**config.mk**
```make
export PLATFORM = sky130hd
export DESIGN_NAME = multicycle_controller_flat
export DESIGN_NICKNAME = d
export VERILOG_FILES = /design/src/rtl/mips_pkg.sv /design/src/rtl/multicycle_controller_if.sv /design/src/rtl/aludec.sv /design/src/rtl/multicycle_controller.sv /design/src/flat_wrapper.sv
export SDC_FILE = /design/constraint.sdc
export NUM_CORES = 1
export LEC_CHECK = 0
export CELL_PAD_IN_SITES_DETAIL_PLACEMENT = 2
export CELL_PAD_IN_SITES_GLOBAL_PLACEMENT = 2
export CORE_MARGIN = 3
export CORE_UTILIZATION = 16
export CTS_BUF_LIST = sky130_fd_sc_hd__clkbuf_8 sky130_fd_sc_hd__clkbuf_16
export DETAILED_ROUTE_END_ITERATION = 7
export GPL_TIMING_DRIVEN = 1
export PLACE_DENSITY_LB_ADDON = 0.1
export SLEW_MARGIN = 15
export SYNTH_ARGS = -nofsm -noshare
export SYNTH_HDL_FRONTEND = slang
export SYNTH_HIERARCHICAL = 1
export SYNTH_SLANG_ARGS = --single-unit
```
**constraint.sdc**
```tcl
create_clock -name clk -period 1.7 [get_ports clk]
set_input_delay 0.51 -clock clk [delete_from_list [all_inputs] [get_ports clk]]
set_output_delay 0.51 -clock clk [all_outputs]
set_load 0.005 [all_outputs]
```
**src/rtl/mips_pkg.sv**
```systemverilog
// mips_pkg: shared state codes, opcode/funct constants and aluop codes for the multicycle controller
// MC_ADDI_EN adds the ADDIEX/ADDIWB states for addi
package mips_pkg;
    typedef enum logic [3:0] {
        FETCH   = 4'd0,
        DECODE  = 4'd1,
        MEMADR  = 4'd2,
        MEMRD   = 4'd3,
        MEMWB   = 4'd4,
        MEMWR   = 4'd5,
        EXECUTE = 4'd6,
        ALUWB   = 4'd7,
        BRANCH  = 4'd8,
`ifdef MC_ADDI_EN
        ADDIEX  = 4'd9,
        ADDIWB  = 4'd10,
`endif
        JUMP    = 4'd11
    } state_t;
    typedef enum logic [1:0] {
        ALUOP_ADD   = 2'b00,
        ALUOP_SUB   = 2'b01,
        ALUOP_FUNCT = 2'b10
    } aluop_t;
    localparam logic [5:0] OP_RTYPE = 6'b000000;
    localparam logic [5:0] OP_LW    = 6'b100011;
    localparam logic [5:0] OP_SW    = 6'b101011;
    localparam logic [5:0] OP_BEQ   = 6'b000100;
    localparam logic [5:0] OP_ADDI  = 6'b001000;
    localparam logic [5:0] OP_J     = 6'b000010;
    localparam logic [5:0] F_ADD    = 6'b100000;
    localparam logic [5:0] F_SUB    = 6'b100010;
    localparam logic [5:0] F_AND    = 6'b100100;
    localparam logic [5:0] F_OR     = 6'b100101;
    localparam logic [5:0] F_SLT    = 6'b101010;
    function automatic logic funct_legal(input logic [5:0] f);
        return f inside {F_ADD, F_SUB, F_AND, F_OR, F_SLT};
    endfunction
endpackage

```
**src/rtl/multicycle_controller_if.sv**
```systemverilog
// multicycle_controller_if: instruction fields and flags in, datapath strobes and selects out
interface multicycle_controller_if;
    logic [5:0] op;
    logic [5:0] funct;
    logic       zero;
    logic       pcen, irwrite, regwrite, memwrite, lord, alusrca, regdst, memtoreg;
    logic [1:0] pcsrc, alusrcb;
    logic [2:0] alucontrol;
    logic [3:0] state;
    logic       illegal;
    modport master(
        input  op, funct, zero,
        output pcen, irwrite, regwrite, memwrite, lord, alusrca, regdst, memtoreg,
               pcsrc, alusrcb, alucontrol, state, illegal
    );
    modport slave(
        output op, funct, zero,
        input  pcen, irwrite, regwrite, memwrite, lord, alusrca, regdst, memtoreg,
               pcsrc, alusrcb, alucontrol, state, illegal
    );
endinterface

```
**src/rtl/aludec.sv**
```systemverilog
// aludec: maps aluop and R-type funct to the 3-bit ALU operation
module aludec
    import mips_pkg::*;
(
    input  aluop_t     aluop,
    input  logic [5:0] funct,
    output logic [2:0] alucontrol
);
    logic [2:0] fdec;
    always_comb begin
        fdec = funct == F_SUB ? 3'b110 :
               funct == F_AND ? 3'b000 :
               funct == F_OR  ? 3'b001 :
               funct == F_SLT ? 3'b111 : 3'b010;
        alucontrol = aluop == ALUOP_SUB   ? 3'b110 :
                     aluop == ALUOP_FUNCT ? fdec : 3'b010;
    end
endmodule

```
**src/rtl/multicycle_controller.sv**
```systemverilog
// multicycle_controller: Moore FSM sequencing a multicycle MIPS datapath
// MC_ADDI_EN enables the addi path; otherwise addi decodes as illegal
module multicycle_controller
    import mips_pkg::*;
(
    input  logic                   clk,
    input  logic                   reset,
    multicycle_controller_if.master bus
);
    state_t state_q, state_d;
    logic   illegal_q;
    logic   pcwrite, branch, irwrite, regwrite, memwrite;
    aluop_t aluop;
    always_ff @(posedge clk or negedge reset) begin
        if (!reset) begin
            state_q   <= FETCH;
            illegal_q <= 1'b0;
        end else begin
            state_q   <= state_d;
            illegal_q <= state_q == DECODE && state_d == FETCH;
        end
    end
    always_comb begin
        state_d = FETCH;
        case (state_q)
            FETCH:   state_d = DECODE;
            DECODE:  state_d = (bus.op == OP_LW || bus.op == OP_SW)               ? MEMADR  :
                               (bus.op == OP_RTYPE && funct_legal(bus.funct))     ? EXECUTE :
                               bus.op == OP_BEQ                                   ? BRANCH  :
`ifdef MC_ADDI_EN
                               bus.op == OP_ADDI                                  ? ADDIEX  :
`endif
                               bus.op == OP_J                                     ? JUMP    : FETCH;
            MEMADR:  state_d = bus.op == OP_LW ? MEMRD : MEMWR;
            MEMRD:   state_d = MEMWB;
            EXECUTE: state_d = ALUWB;
`ifdef MC_ADDI_EN
            ADDIEX:  state_d = ADDIWB;
`endif
            default: state_d = FETCH;
        endcase
    end
    always_comb begin
        pcwrite      = 1'b0;
        branch       = 1'b0;
        irwrite      = 1'b0;
        regwrite     = 1'b0;
        memwrite     = 1'b0;
        bus.lord     = 1'b0;
        bus.alusrca  = 1'b0;
        bus.regdst   = 1'b0;
        bus.memtoreg = 1'b0;
        bus.pcsrc    = 2'b00;
        bus.alusrcb  = 2'b00;
        aluop        = ALUOP_ADD;
        case (state_q)
            FETCH:   begin irwrite = 1'b1; pcwrite = 1'b1; bus.alusrcb = 2'b01; end
            DECODE:  bus.alusrcb = 2'b11;
            MEMADR:  begin bus.alusrca = 1'b1; bus.alusrcb = 2'b10; end
            MEMRD:   bus.lord = 1'b1;
            MEMWB:   begin bus.memtoreg = 1'b1; regwrite = 1'b1; end
            MEMWR:   begin bus.lord = 1'b1; memwrite = 1'b1; end
            EXECUTE: begin bus.alusrca = 1'b1; aluop = ALUOP_FUNCT; end
            ALUWB:   begin bus.regdst = 1'b1; regwrite = 1'b1; end
            BRANCH:  begin bus.alusrca = 1'b1; aluop = ALUOP_SUB; bus.pcsrc = 2'b01; branch = 1'b1; end
`ifdef MC_ADDI_EN
            ADDIEX:  begin bus.alusrca = 1'b1; bus.alusrcb = 2'b10; end
            ADDIWB:  regwrite = 1'b1;
`endif
            JUMP:    begin bus.pcsrc = 2'b10; pcwrite = 1'b1; end
            default: ;
        endcase
    end
    // write strobes are gated by reset so an abort cannot leak a write
    assign bus.pcen     = reset & (pcwrite | (branch & bus.zero));
    assign bus.irwrite  = reset & irwrite;
    assign bus.regwrite = reset & regwrite;
    assign bus.memwrite = reset & memwrite;
    assign bus.state    = state_q;
    assign bus.illegal  = illegal_q;
    aludec u_aludec (
        .aluop      (aluop),
        .funct      (bus.funct),
        .alucontrol (bus.alucontrol)
    );
endmodule

```
**src/flat_wrapper.sv**
```systemverilog
// flat-port wrapper written by rule: the top's interface ports become plain ports
module multicycle_controller_flat import mips_pkg::*;
  (clk, reset, bus_op, bus_funct, bus_zero, bus_pcen, bus_irwrite, bus_regwrite, bus_memwrite, bus_lord, bus_alusrca, bus_regdst, bus_memtoreg, bus_pcsrc, bus_alusrcb, bus_alucontrol, bus_state, bus_illegal);
  multicycle_controller_if bus_i ();
  input  logic clk;
  input  logic reset;
  input wire logic [$bits(bus_i.op)-1:0] bus_op;
  input wire logic [$bits(bus_i.funct)-1:0] bus_funct;
  input wire logic [$bits(bus_i.zero)-1:0] bus_zero;
  output wire logic [$bits(bus_i.pcen)-1:0] bus_pcen;
  output wire logic [$bits(bus_i.irwrite)-1:0] bus_irwrite;
  output wire logic [$bits(bus_i.regwrite)-1:0] bus_regwrite;
  output wire logic [$bits(bus_i.memwrite)-1:0] bus_memwrite;
  output wire logic [$bits(bus_i.lord)-1:0] bus_lord;
  output wire logic [$bits(bus_i.alusrca)-1:0] bus_alusrca;
  output wire logic [$bits(bus_i.regdst)-1:0] bus_regdst;
  output wire logic [$bits(bus_i.memtoreg)-1:0] bus_memtoreg;
  output wire logic [$bits(bus_i.pcsrc)-1:0] bus_pcsrc;
  output wire logic [$bits(bus_i.alusrcb)-1:0] bus_alusrcb;
  output wire logic [$bits(bus_i.alucontrol)-1:0] bus_alucontrol;
  output wire logic [$bits(bus_i.state)-1:0] bus_state;
  output wire logic [$bits(bus_i.illegal)-1:0] bus_illegal;
  assign bus_i.op = bus_op;
  assign bus_i.funct = bus_funct;
  assign bus_i.zero = bus_zero;
  assign bus_pcen = bus_i.pcen;
  assign bus_irwrite = bus_i.irwrite;
  assign bus_regwrite = bus_i.regwrite;
  assign bus_memwrite = bus_i.memwrite;
  assign bus_lord = bus_i.lord;
  assign bus_alusrca = bus_i.alusrca;
  assign bus_regdst = bus_i.regdst;
  assign bus_memtoreg = bus_i.memtoreg;
  assign bus_pcsrc = bus_i.pcsrc;
  assign bus_alusrcb = bus_i.alusrcb;
  assign bus_alucontrol = bus_i.alucontrol;
  assign bus_state = bus_i.state;
  assign bus_illegal = bus_i.illegal;
  multicycle_controller u_core (.clk(clk), .reset(reset), .bus(bus_i));
endmodule
```
==> metrics.md <==
| Metric | Value |
|---|---|
| Worst reg2reg path depth | 9 |
| Worst Path Required | 1190 ps |
| Drt via density | 4.352 |
| Drc violations | 0 |
| Final core occ | 46.22% |
| Area of the multi-input gates | between 500 and 600 sq um |
| GR Layer Usage met1 | 15.23% |
| Busiest grt layer | met2 |
| Clk pin slew, worst setup/hold paths | approximately 30 ps |
| # rows | 20 |
| R2R Setup Slk | between 100 and 150 ps |
| Final Hold Fails | 0 |
| Met2 Use GR | 28.74% |
| Crit path max-delay family | flip-flops |
| RD Place Congestion | 0.8380 |
| Final period util | 125.0% |
| Clk sinks | 5 |
| Synthesized net count | a little over 90 |
| Crit path buf inv count | 3 |
| DRT antenna net count | 0 |
| Final HPWL DP | between 2000 and 2500 um |
| Core Area | 3178 sq um |
| Largest net degree at the start of global routing | 8 |
| CP max stage cell | dfrtp_2 |
| # hold bufs at CTS | 0 |
| Hold_ws | about 350 ps |
| FF-to-FF End | u_core/bus.state[2] |
| Flops & latches, synth | 5 |
| Ratio of cells with drive above 1 in the final layout | 58.71% |
| Worst slew pin tran | 250.4 ps |
| Ys Warns | 6 |
| Register area share after synthesis | between 20% and 30% |
| Post-place setup slack | -747.8 ps |
| CP max FO | 4 |
| Cell taking the most area after synthesis | dfrtp_1 |
| Max Fclk | roughly 470 MHz |
| Area delta synth->final | 163.2% |
| Fin area | 1469 sq um |
| CP peak stage delay | 430 ps |
| Area occupied by registers | about 130 sq um |
| Synthesized area per cell | 7.343 sq um |
| Initial antenna violation count | 0 |
| Cell leakage power | 0.0007109 uW |
| Most used cell, CP | buf_6 |
| Iteration-0 DRC count of the detailed router | 8 |
| Die area | 4232 sq um |
| Netlist cell types | 34 |
| WP data arrival | around 1600 ps |
| Period minus WS final | 2125 ps |
| Synth area leaders | dfrtp_1 22%, nor2_1 8.1%, nor3_1 5.4% |
| Placed cell area | 1149 sq um |
| Synth top area share | 22.42% |
| Worst vdd ir | about 880 uV |
| Unrepaired setup endpoints after global routing | true |
| Mapped Cells | 76 |
| Startpoint types | flop |
| Clk buf depth | 2 |
| Synthesized area | 558.0 sq um |
| Clk root buf | clkbuf_8 |
| Final worst setup slack | -424.9 ps |
| Total gr overflow | 0 |
| Starting Density | 17.56% |
| Vias in the first global route | 948 |
| First-pass GRT wire length | approximately 4700 um |
| Status | finished, violations left |
| CTS H-tree lvls | 1 |
| Crit-path cells | buf_6 -> nor3_4 -> and4bb_1 -> buf_6 -> a22o_1 -> buf_2 |
| Worst setup EP type | primary output |
| Max Cap Viol | 0 |
| Worst skew pair latency | 220 ps |
| Clock Skew | ~1.7 ps |
| Most common cell after layout, fill and taps aside | buf_4 |
| First-pass iteration count of the detailed router | 3 |
| Total power | 1047 uW |
| Most frequent cells in the layout | 27 x buf_4, 18 x buf_6, 15 x buf_2 |
| Power per Cell Area | between 700 and 800 nW/um^2 |
| Max-slew headroom | 83.18% |
| DR WL/cell | roughly 17 um |
| Synth Flop Type | dfrtp_1 |
| Port-buffer cells | 34 |
| Async set-reset flop share out of synthesis | 100.0% |
| RR Startpoint | u_core/bus.state[1] |
| Hold crit path type | input port to async pin |
| Routed wire length | 3306 um |
| CTS Buf Count | 3 |
| CTS tree | built |
| Via Count | 866 |
| N_diodes | 0 |
| Final setup viols | 15 |
| Die Ht | 65.06 um |
| Critical path class | flop to primary output |
| Post-synth EDFFs | 0 |
| IO Count | 35 |
| Tot GR Track Use | 14.15% |
| Die Wd | 65.06 um |
| GR Util met3 | 2.773% |
| Final Max Slew Viols | 0 |
| Nets | 171 |
| Fillers | 361 |
| Failing checks | negative setup slack |
==> registers in the layout, indices dropped and copies added, names as in the netlist <==
signal / count
u_core/bus.illegal: 1
u_core/bus.state: 4
==> Yosys cell counts (all sizes together) (2+ instances only) <==
cell type,count
dfrtp,5
nor4,2
nand2b,2
nor3,7
xnor2,2
nor4b,2
and4bb,3
o21ai,2
nor2b,2
nor2,12
nand2,8
nand3,3
clkbuf,4
inv,4
nor3b,2
==> kinds of logic after synthesis <==
logic type,synth area share (%)
muxes,1.794
buffers and inverters,6.276
DFF,22.42
AOI/OAI and AO/OA,11.21
xor gates and xnor gates,4.709
and+or+nand+nor,53.59
==> power breakdown <==
group / internal (uW) / switching [uW]
registers: 149 / 28.3
logic: 357 / 306
clock network: 154 / 53.0
total: 660 / 387
==> layout make-up <==
class                      instances  share of cell area [%]
timing repair buffer              80                   45.83
multi-input combinational         62                   37.65
sequential                         5                   8.688
tap                               44                   3.748
clock buffer                       3                   2.811
inverter                           4                   1.022
clock inverter                     1                  0.2555
==> stage by stage <==
step / TNS, ps / std cells
2_1_floorplan: -128.8 / 76
3_3_place_gp: -7053 / 176
3_5_place_dp: -7512 / 176
4_1_cts: -3280 / 190
5_1_grt: -5592 / 199
6_report: -4426 / 199
==> per-layer routing <==
layer / up-vias / routed length, um
met5: - / 0
met4: 0 / 0
met3: 0 / 110
met2: 18 / 1862
met1: 416 / 1332
li1: 432 / -
==> how the worst max path moves through the flow <==
stage	end	slack, ps	startpoint	cells after the start
floorplan	bus_alucontrol[2]	-70	u_core/bus.state[0]	5
global placement	bus_alucontrol[0]	-730	bus_funct[2]	4
detailed placement	bus_alucontrol[0]	-750	bus_funct[2]	4
CTS	bus_alucontrol[2]	-450	u_core/bus.state[3]	7
global route	bus_alucontrol[2]	-520	u_core/bus.state[0]	7
finish	bus_alucontrol[2]	-420	u_core/bus.state[0]	6
==> timing repair <==
action / 4_1_cts / 5_1_grt
gates cloned: 0 / 0
pin swaps: 11 / 14
resized for setup: 99 / 30
setup buffers: 10 / 14
setup endpoints to repair: 23 / 19
No activity file was read; power rests on OpenSTA's default activity.
